### src/rtl/tl_atomic_pkg.sv
// Shared TL-UH opcode/param codes, size codes, FSM state type and the request legality check
// for the atomic responder.
package tl_atomic_pkg;

  localparam logic [2:0] TlAArith   = 3'd2;
  localparam logic [2:0] TlALogic   = 3'd3;
  localparam logic [2:0] TlDAckData = 3'd1;

  localparam logic [2:0] TlSizeWord  = 3'd2;
  localparam logic [2:0] TlSizeDword = 3'd3;

  localparam logic [2:0] ParamMin  = 3'd0;
  localparam logic [2:0] ParamMax  = 3'd1;
  localparam logic [2:0] ParamMinu = 3'd2;
  localparam logic [2:0] ParamMaxu = 3'd3;
  localparam logic [2:0] ParamAdd  = 3'd4;

  localparam logic [2:0] ParamXor  = 3'd0;
  localparam logic [2:0] ParamOr   = 3'd1;
  localparam logic [2:0] ParamAnd  = 3'd2;
  localparam logic [2:0] ParamSwap = 3'd3;

  typedef enum logic [2:0] {
    StIdle,
    StRdReq,
    StRdWait,
    StWrReq,
    StResp
  } state_e;

  // A word access must be naturally aligned and use exactly the lane its address selects.
  function automatic logic req_legal(input logic [2:0] opcode, input logic [2:0] param,
                                     input logic [2:0] size, input logic [2:0] addr_lo,
                                     input logic [7:0] mask);
    logic op_ok;
    logic shape_ok;
    op_ok = ((opcode == TlAArith) && (param <= ParamAdd)) ||
            ((opcode == TlALogic) && (param <= ParamSwap));
    case (size)
      TlSizeDword: shape_ok = (addr_lo == 3'b000) && (mask == 8'hFF);
      TlSizeWord:  shape_ok = (addr_lo[1:0] == 2'b00) &&
                              (mask == (addr_lo[2] ? 8'hF0 : 8'h0F));
      default:     shape_ok = 1'b0;
    endcase
    return op_ok && shape_ok;
  endfunction

endpackage

### src/rtl/tl_atomic_responder_if.sv
// Channel A / channel D and backing-memory port of the atomic responder, bundled as one interface.
interface tl_atomic_responder_if #(
  parameter int unsigned ADDR_W = 32,
  parameter int unsigned SRC_W  = 4
);
  logic              a_valid;
  logic              a_ready;
  logic [2:0]        a_opcode;
  logic [2:0]        a_param;
  logic [2:0]        a_size;
  logic [SRC_W-1:0]  a_source;
  logic [ADDR_W-1:0] a_address;
  logic [7:0]        a_mask;
  logic [63:0]       a_data;

  logic              d_valid;
  logic              d_ready;
  logic [2:0]        d_opcode;
  logic [2:0]        d_size;
  logic [SRC_W-1:0]  d_source;
  logic              d_denied;
  logic [63:0]       d_data;

  logic              mem_req;
  logic              mem_we;
  logic [ADDR_W-1:0] mem_addr;
  logic [7:0]        mem_wmask;
  logic [63:0]       mem_wdata;
  logic              mem_gnt;
  logic              mem_rvalid;
  logic [63:0]       mem_rdata;

  modport slave (
    input  a_valid, a_opcode, a_param, a_size, a_source, a_address, a_mask, a_data,
    output a_ready,
    output d_valid, d_opcode, d_size, d_source, d_denied, d_data,
    input  d_ready,
    output mem_req, mem_we, mem_addr, mem_wmask, mem_wdata,
    input  mem_gnt, mem_rvalid, mem_rdata
  );

  modport master (
    output a_valid, a_opcode, a_param, a_size, a_source, a_address, a_mask, a_data,
    input  a_ready,
    input  d_valid, d_opcode, d_size, d_source, d_denied, d_data,
    output d_ready,
    input  mem_req, mem_we, mem_addr, mem_wmask, mem_wdata,
    output mem_gnt, mem_rvalid, mem_rdata
  );
endinterface

### src/rtl/tl_atomic_lane_alu.sv
// Combinational atomic ALU: applies the TL arithmetic/logical op to one 32- or 64-bit lane and
// returns the result placed in that lane, all other bits zero.
module tl_atomic_lane_alu
  import tl_atomic_pkg::*;
(
  input  logic [2:0]  opcode_i,
  input  logic [2:0]  param_i,
  input  logic [2:0]  size_i,
  input  logic        lane_i,
  input  logic [63:0] old_i,
  input  logic [63:0] operand_i,
  output logic [63:0] new_o
);

  logic [31:0] old_w, opd_w;
  logic [63:0] a_u, b_u, a_s, b_s, res;
  logic        lt_s, lt_u;

  assign old_w = lane_i ? old_i[63:32] : old_i[31:0];
  assign opd_w = lane_i ? operand_i[63:32] : operand_i[31:0];

  // Word operands are widened so one 64-bit comparator serves both sizes.
  always_comb begin
    if (size_i == TlSizeDword) begin
      a_u = old_i;
      b_u = operand_i;
      a_s = old_i;
      b_s = operand_i;
    end else begin
      a_u = {32'h0, old_w};
      b_u = {32'h0, opd_w};
      a_s = {{32{old_w[31]}}, old_w};
      b_s = {{32{opd_w[31]}}, opd_w};
    end
  end

  assign lt_s = $signed(a_s) < $signed(b_s);
  assign lt_u = a_u < b_u;

  always_comb begin
    res = '0;
    if (opcode_i == TlAArith) begin
      case (param_i)
        ParamMin:  res = lt_s ? a_u : b_u;
        ParamMax:  res = lt_s ? b_u : a_u;
        ParamMinu: res = lt_u ? a_u : b_u;
        ParamMaxu: res = lt_u ? b_u : a_u;
        ParamAdd:  res = a_u + b_u;
        default:   res = '0;
      endcase
    end else begin
      case (param_i)
        ParamXor:  res = a_u ^ b_u;
        ParamOr:   res = a_u | b_u;
        ParamAnd:  res = a_u & b_u;
        ParamSwap: res = b_u;
        default:   res = '0;
      endcase
    end
  end

  // Truncating to the lane drops any word carry and any sign extension.
  always_comb begin
    if (size_i == TlSizeDword) begin
      new_o = res;
    end else if (lane_i) begin
      new_o = {res[31:0], 32'h0};
    end else begin
      new_o = {32'h0, res[31:0]};
    end
  end

endmodule

### src/rtl/tl_atomic_responder.sv
// Slave-side TL-UH atomic executor: one read-modify-write per request on the memory port,
// AccessAckData with the pre-op beat on channel D. One transaction in flight.
module tl_atomic_responder
  import tl_atomic_pkg::*;
#(
  parameter int unsigned ADDR_W = 32,
  parameter int unsigned SRC_W  = 4
) (
  input  logic                  clk_i,
  input  logic                  rst_ni,
  tl_atomic_responder_if.slave  bus
);

  state_e              state_q, state_d;
  logic [2:0]          opcode_q, opcode_d;
  logic [2:0]          param_q, param_d;
  logic [2:0]          size_q, size_d;
  logic [SRC_W-1:0]    source_q, source_d;
  logic [ADDR_W-1:2]   addr_q, addr_d;
  logic [7:0]          mask_q, mask_d;
  logic [63:0]         data_q, data_d;
  logic [63:0]         old_q, old_d;
  logic [63:0]         wdata_q, wdata_d;
  logic                denied_q, denied_d;
  logic [63:0]         alu_new;

  tl_atomic_lane_alu u_alu (
    .opcode_i  (opcode_q),
    .param_i   (param_q),
    .size_i    (size_q),
    .lane_i    (addr_q[2]),
    .old_i     (bus.mem_rdata),
    .operand_i (data_q),
    .new_o     (alu_new)
  );

  always_ff @(posedge clk_i or negedge rst_ni) begin
    if (!rst_ni) begin
      state_q  <= StIdle;
      opcode_q <= '0;
      param_q  <= '0;
      size_q   <= '0;
      source_q <= '0;
      addr_q   <= '0;
      mask_q   <= '0;
      data_q   <= '0;
      old_q    <= '0;
      wdata_q  <= '0;
      denied_q <= 1'b0;
    end else begin
      state_q  <= state_d;
      opcode_q <= opcode_d;
      param_q  <= param_d;
      size_q   <= size_d;
      source_q <= source_d;
      addr_q   <= addr_d;
      mask_q   <= mask_d;
      data_q   <= data_d;
      old_q    <= old_d;
      wdata_q  <= wdata_d;
      denied_q <= denied_d;
    end
  end

  always_comb begin
    state_d  = state_q;
    opcode_d = opcode_q;
    param_d  = param_q;
    size_d   = size_q;
    source_d = source_q;
    addr_d   = addr_q;
    mask_d   = mask_q;
    data_d   = data_q;
    old_d    = old_q;
    wdata_d  = wdata_q;
    denied_d = denied_q;
    case (state_q)
      StIdle: begin
        if (bus.a_valid) begin
          opcode_d = bus.a_opcode;
          param_d  = bus.a_param;
          size_d   = bus.a_size;
          source_d = bus.a_source;
          addr_d   = bus.a_address[ADDR_W-1:2];
          mask_d   = bus.a_mask;
          data_d   = bus.a_data;
          old_d    = '0;
          wdata_d  = '0;
          denied_d = !req_legal(bus.a_opcode, bus.a_param, bus.a_size, bus.a_address[2:0],
                                bus.a_mask);
          state_d  = denied_d ? StResp : StRdReq;
        end
      end
      StRdReq: begin
        if (bus.mem_gnt) state_d = StRdWait;
      end
      StRdWait: begin
        if (bus.mem_rvalid) begin
          old_d   = bus.mem_rdata;
          wdata_d = alu_new;
          state_d = StWrReq;
        end
      end
      StWrReq: begin
        if (bus.mem_gnt) state_d = StResp;
      end
      StResp: begin
        if (bus.d_ready) state_d = StIdle;
      end
      default: state_d = StIdle;
    endcase
  end

  // D fields are forced to zero outside RESP so idle outputs match the reset values.
  always_comb begin
    bus.a_ready   = (state_q == StIdle);
    bus.d_valid   = (state_q == StResp);
    bus.d_opcode  = bus.d_valid ? TlDAckData : 3'd0;
    bus.d_size    = bus.d_valid ? size_q : 3'd0;
    bus.d_source  = bus.d_valid ? source_q : '0;
    bus.d_denied  = bus.d_valid & denied_q;
    bus.d_data    = bus.d_valid ? old_q : 64'h0;
    bus.mem_req   = (state_q == StRdReq) || (state_q == StWrReq);
    bus.mem_we    = (state_q == StWrReq);
    bus.mem_addr  = {addr_q[ADDR_W-1:3], 3'b000};
    bus.mem_wmask = bus.mem_we ? mask_q : 8'h00;
    bus.mem_wdata = bus.mem_we ? wdata_q : 64'h0;
  end

endmodule

### src/flat_wrapper.sv
// flat-port wrapper written by rule: the top's interface ports become plain ports
module tl_atomic_responder_flat import tl_atomic_pkg::*;
#(
  parameter int unsigned ADDR_W = 32,
  parameter int unsigned SRC_W  = 4
)
  (clk_i, rst_ni, bus_a_valid, bus_a_opcode, bus_a_param, bus_a_size, bus_a_source, bus_a_address, bus_a_mask, bus_a_data, bus_a_ready, bus_d_valid, bus_d_opcode, bus_d_size, bus_d_source, bus_d_denied, bus_d_data, bus_d_ready, bus_mem_req, bus_mem_we, bus_mem_addr, bus_mem_wmask, bus_mem_wdata, bus_mem_gnt, bus_mem_rvalid, bus_mem_rdata);
  tl_atomic_responder_if #(.ADDR_W(ADDR_W), .SRC_W(SRC_W)) bus_i ();
  input  logic clk_i;
  input  logic rst_ni;
  input wire logic [$bits(bus_i.a_valid)-1:0] bus_a_valid;
  input wire logic [$bits(bus_i.a_opcode)-1:0] bus_a_opcode;
  input wire logic [$bits(bus_i.a_param)-1:0] bus_a_param;
  input wire logic [$bits(bus_i.a_size)-1:0] bus_a_size;
  input wire logic [$bits(bus_i.a_source)-1:0] bus_a_source;
  input wire logic [$bits(bus_i.a_address)-1:0] bus_a_address;
  input wire logic [$bits(bus_i.a_mask)-1:0] bus_a_mask;
  input wire logic [$bits(bus_i.a_data)-1:0] bus_a_data;
  output wire logic [$bits(bus_i.a_ready)-1:0] bus_a_ready;
  output wire logic [$bits(bus_i.d_valid)-1:0] bus_d_valid;
  output wire logic [$bits(bus_i.d_opcode)-1:0] bus_d_opcode;
  output wire logic [$bits(bus_i.d_size)-1:0] bus_d_size;
  output wire logic [$bits(bus_i.d_source)-1:0] bus_d_source;
  output wire logic [$bits(bus_i.d_denied)-1:0] bus_d_denied;
  output wire logic [$bits(bus_i.d_data)-1:0] bus_d_data;
  input wire logic [$bits(bus_i.d_ready)-1:0] bus_d_ready;
  output wire logic [$bits(bus_i.mem_req)-1:0] bus_mem_req;
  output wire logic [$bits(bus_i.mem_we)-1:0] bus_mem_we;
  output wire logic [$bits(bus_i.mem_addr)-1:0] bus_mem_addr;
  output wire logic [$bits(bus_i.mem_wmask)-1:0] bus_mem_wmask;
  output wire logic [$bits(bus_i.mem_wdata)-1:0] bus_mem_wdata;
  input wire logic [$bits(bus_i.mem_gnt)-1:0] bus_mem_gnt;
  input wire logic [$bits(bus_i.mem_rvalid)-1:0] bus_mem_rvalid;
  input wire logic [$bits(bus_i.mem_rdata)-1:0] bus_mem_rdata;
  assign bus_i.a_valid = bus_a_valid;
  assign bus_i.a_opcode = bus_a_opcode;
  assign bus_i.a_param = bus_a_param;
  assign bus_i.a_size = bus_a_size;
  assign bus_i.a_source = bus_a_source;
  assign bus_i.a_address = bus_a_address;
  assign bus_i.a_mask = bus_a_mask;
  assign bus_i.a_data = bus_a_data;
  assign bus_a_ready = bus_i.a_ready;
  assign bus_d_valid = bus_i.d_valid;
  assign bus_d_opcode = bus_i.d_opcode;
  assign bus_d_size = bus_i.d_size;
  assign bus_d_source = bus_i.d_source;
  assign bus_d_denied = bus_i.d_denied;
  assign bus_d_data = bus_i.d_data;
  assign bus_i.d_ready = bus_d_ready;
  assign bus_mem_req = bus_i.mem_req;
  assign bus_mem_we = bus_i.mem_we;
  assign bus_mem_addr = bus_i.mem_addr;
  assign bus_mem_wmask = bus_i.mem_wmask;
  assign bus_mem_wdata = bus_i.mem_wdata;
  assign bus_i.mem_gnt = bus_mem_gnt;
  assign bus_i.mem_rvalid = bus_mem_rvalid;
  assign bus_i.mem_rdata = bus_mem_rdata;
  tl_atomic_responder #(.ADDR_W(ADDR_W), .SRC_W(SRC_W)) u_core (.clk_i(clk_i), .rst_ni(rst_ni), .bus(bus_i));
endmodule
### config.mk
export PLATFORM = sky130hd
export DESIGN_NAME = tl_atomic_responder_flat
export DESIGN_NICKNAME = d
export VERILOG_FILES = /design/src/rtl/tl_atomic_pkg.sv /design/src/rtl/tl_atomic_responder_if.sv /design/src/rtl/tl_atomic_lane_alu.sv /design/src/rtl/tl_atomic_responder.sv /design/src/flat_wrapper.sv
export SDC_FILE = /design/constraint.sdc
export NUM_CORES = 1
export LEC_CHECK = 0
export CAP_MARGIN = 25
export CORE_MARGIN = 1.5
export CORE_UTILIZATION = 50
export DETAILED_ROUTE_END_ITERATION = 7
export GPL_TIMING_DRIVEN = 0
export PLACE_DENSITY = 0.86
export SLEW_MARGIN = 40
export SYNTH_ARGS = -nofsm -noshare
export SYNTH_HDL_FRONTEND = slang
export SYNTH_SLANG_ARGS = --single-unit
export TNS_END_PERCENT = 30
### constraint.sdc
create_clock -name clk_i -period 7.05 [get_ports clk_i]
set_clock_uncertainty 0.2 [all_clocks]
set_input_delay 1.41 -clock clk_i [delete_from_list [all_inputs] [get_ports clk_i]]
set_output_delay 1.41 -clock clk_i [all_outputs]
set_load 0.005 [all_outputs]
==> summary.txt <==
status -> complete, but fails checks
failing checks -> DRC, setup timing
critical path capture point type -> flop
Reg clk slew, reported paths -> 0.06 ns
GRT Util Overall -> 54.1%
Routed WL per cell -> 31.3 microns
Slew Viols, Final -> 0
TritonCTS clock tree -> built
global placer's final weighted congestion -> 1.09
Worst Tran Pin Value -> 1.03 ns
# rows -> 78
first-pass GRT wire length -> 184000 microns
first-pass iteration count of the detailed router -> 8
r2r setup slk -> -0.09 ns
Ys Warns -> 0
Skew-Pair Late Insertion Delay -> 0.63 ns
total CTS buffers -> 28
Starting DRT DRC Count -> 4703
share of cells above drive strength 1 -> 6.73%
die area -> 0.0473 sq mm
final count of hold timing violations -> 0
crit path time final -> 7.22 ns
CTS Root Cell -> clkbuf_16
fillcell total -> 3920
critical path's slowest cell -> o221ai_1
LEAKAGE -> 13.6 nW
Most used DFF post-synth -> dfrtp_1
CP Capture Point -> u_core.wdata_q[56]
largest net degree at the start of global routing -> 77
vias in the first global route -> 26700
number of cells on the critical path -> 18
max incr delay on CP -> 0.83 ns
Peak Freq -> 138 MHz
P&R area growth vs syn -> 26.2%
CP Launch Type -> primary input
CP max FO -> 10
Synth cell types -> 89
fin util -> 63.9%
PortBufs -> 364
arrival time worst endpoint -> 7.56 ns
Die H -> 217 microns
max-cap violations -> 0
Non-Filler Instances -> 4187
Final nets -> 3974
Netlist Area Pre-Place -> 0.0230 sq mm
Core Region -> 0.0454 sq mm
ys async rst share -> 100%
area share of the largest cell type after synthesis -> 26.9%
footprint of the multi-input gates -> 0.0156 sq mm
clk buf depth -> 3
critical path's top delay family -> compound AO/OA/AOI/OAI gates
worst path cell trace -> clkdlybuf4s50_1 > mux2_2 > o21ai_1 > a21boi_4 > inv_1 > ha_1 > buf_2 > nor4_2 > nand4_1 > nor2_1 > o41a_1 > o31a_1 > nor4_4 > buf_4 > o31ai_4 > nand2_1 > o221ai_1 > a221o_1
WP data required -> 7.38 ns
initial antenna violation count -> 12
worst-case reg-to-reg path depth -> 22
vias post-DR -> 28400
post-synthesis average cell area -> 7.31 sq um
Crit. Startpoint -> bus_mem_rdata[31]
Peak VDD IR -> 0.000232 V
hold crit path type -> reg -> reg
hold slack -> 0.275 ns
Via-to-Cell Ratio -> 6.78
I/O pins -> 370
PwrDens -> 288 mW/mm^2
dpl cells -> 4123
Final period util -> 102%
flops & latches, synth -> 247
wirelength, routed -> 131000 microns
final setup fails -> 26
register area share after synthesis -> 26.9%
grt ovf -> 0
DP HPWL -> 103000 microns
reg2reg end -> u_core.wdata_q[12]
# clock sinks -> 247
# DRC -> 2
CP bufs+invs -> 4
sequential cell area -> 0.00618 sq mm
number of flops mapped to enable cells by yosys -> 0
Starting Density -> 50.6%
Max-slew headroom -> 31.6%
critical path class -> in -> reg
Syn Inst Count -> 3144
reg2reg start -> u_core.size_q[0]
die extent in x -> 217 microns
H-tree depth -> 1
Synth area leader -> dfrtp_1
Routed Antenna Nets -> 0
Worst Slack Setup Final -> -0.173 ns
Area contributors post-synth -> dfrtp_1 (27%), nand2_1 (13%), ha_1 (12%)
[worst reg2reg max path: stages, from the launching register on]
cell,delay (ns)
dfrtp_1,0.39
nand2_1,0.18
o21ai_2,0.23
buf_4,0.27
clkbuf_4,0.34
buf_2,0.29
buf_4,0.24
mux2i_2,0.42
inv_1,0.15
ha_1,0.30
clkbuf_1,0.34
nor4_1,0.09
nand4_1,0.15
a21oi_1,0.11
or4_1,0.53
o31a_1,0.46
nor3_2,0.33
buf_2,0.36
nand2_1,0.09
a21o_1,0.34
o32ai_1,0.71
a21oi_1,0.27
o21ai_0,0.22
[layer usage]
layer	vias to the layer above	global-route usage (%)	wire length, microns
met3	682	22.4	20400
met4	14	40.6	12300
met5	-	0	174
li1	11800	-	-
met1	13300	65.5	46100
met2	2642	76.4	52300
[repair_timing]
item	4_1_cts	5_1_grt
setup buffers	2	9
endpoints found under the setup margin	64	61
pin swaps	1	4
endpoints found under the hold margin	0	0
hold buffers	0	0
gates resized for setup	51	29
[cell type report]
cell class              count  share of cell area, %
diodes                      7                 0.0604
clock inverters             9                  0.298
plain buffers             230                   3.37
well taps                 600                   2.59
flip-flops and latches    247                   21.3
inverters                 174                   2.25
repair buffers            387                   13.4
multi-input cells        2494                   53.9
clock buffers              39                   2.80
[cell usage after synthesis, types with 6 or more instances]
library cell / count
buf_1: 19
o22ai_1: 18
nor2b_1: 11
a21o_1: 32
a22oi_1: 23
and3_1: 149
ha_1: 224
a21boi_0: 6
o221ai_1: 21
a31oi_1: 25
clkbuf_1: 183
o211ai_1: 55
or3_1: 8
dfrtp_1: 247
o2111ai_1: 6
o21bai_1: 23
nand3_1: 49
a211oi_1: 35
xor2_1: 19
nand2_1: 776
o21ai_0: 214
a221o_1: 6
a221oi_1: 30
or4_1: 6
o31ai_1: 15
and2_1: 11
a21oi_1: 199
a222oi_1: 8
o21a_1: 7
inv_1: 173
buf_4: 10
nand2b_1: 7
nor4_1: 21
nor3_1: 25
mux2_2: 30
nor2_1: 211
xnor2_1: 35
buf_2: 19
o32ai_1: 6
mux2i_1: 56
o221a_2: 8
nand4_1: 25
a22o_1: 10
[worst min path at each step]
stage	slack (ns)	cells after the start	endpoint	start
3_3_place_gp	0.25	2	u_core.source_q[0]	u_core.source_q[0]
6_report	0.28	2	u_core.mask_q[3]	u_core.mask_q[3]
3_5_place_dp	0.26	2	u_core.mask_q[3]	u_core.mask_q[3]
2_1_floorplan	0.24	2	u_core.source_q[0]	u_core.source_q[0]
4_1_cts	0.28	2	u_core.mask_q[3]	u_core.mask_q[3]
5_1_grt	0.30	2	u_core.source_q[2]	u_core.source_q[2]
[state kept, by name, indices dropped and copies added (netlist names)]
name and flops:
u_core.wdata_q 64, u_core.param_q 3, u_core.data_q 64, u_core.addr_q 30
u_core.opcode_q 3, u_core.denied_q 1, u_core.mask_q 8, u_core.size_q 3
u_core.source_q 4, u_core.state_q 3, u_core.old_q 64
[metrics by stage]
stage | total power [mW] | setup slack [ns] | TNS, ns | instance area [sq um]
3_5_place_dp | 6.29 | -1.73 | -76.09 | 27700
3_3_place_gp | 6.22 | -6.24 | -1649.05 | 27400
6_report | 8.35 | -0.173 | -1.72 | 29000
5_1_grt | 8.48 | -0.0105 | -0.0246 | 29000
4_1_cts | 7.85 | 0.0404 | 0 | 28800
2_1_floorplan | 4.32 | 1.27 | 0 | 23000
[logic make-up after synthesis]
kind of cell / Yosys count / synth area share, %
buffers and inverters: 407 / 6.95
other: 1 / 0.0163
AND/OR/NAND/NOR: 1321 / 25.1
adder cells (fa/ha/maj): 225 / 12.3
multiplexers: 88 / 4.11
AO/OA/AOI/OAI: 800 / 22.5
XOR/XNOR: 55 / 2.13
flip-flops: 247 / 26.9
[cells in the final DEF (no fill, tap or decap), types with 17 or more instances in the layout]
| master | n |
|---|---|
| nand2_1 | 775 |
| clkdlybuf4s50_1 | 363 |
| dfrtp_1 | 247 |
| ha_1 | 224 |
| nor2_1 | 208 |
| o21ai_0 | 200 |
| a21oi_1 | 197 |
| inv_1 | 173 |
| clkbuf_1 | 172 |
| and3_1 | 149 |
| o211ai_1 | 55 |
| nand3_1 | 49 |
| xnor2_1 | 35 |
| mux2i_1 | 32 |
| a21o_1 | 32 |
| mux2_2 | 30 |
| a211oi_1 | 29 |
| clkbuf_16 | 28 |
| buf_4 | 27 |
| a221oi_1 | 27 |
| nand4_1 | 25 |
| a31oi_1 | 25 |
| buf_2 | 24 |
| nor3_1 | 23 |
| o21bai_1 | 23 |
| a22oi_1 | 22 |
| o221ai_1 | 21 |
| mux2i_2 | 20 |
| xor2_1 | 19 |
| o22ai_1 | 17 |
[report_power, final]
part	leakage (nW)	internal [mW]	switching [mW]
logic	9.89	1.57	3.60
registers	3.26	1.56	0.142
clock network	0.448	0.807	0.682
total	13.6	3.93	4.42
(Power assumes the default switching activity.)
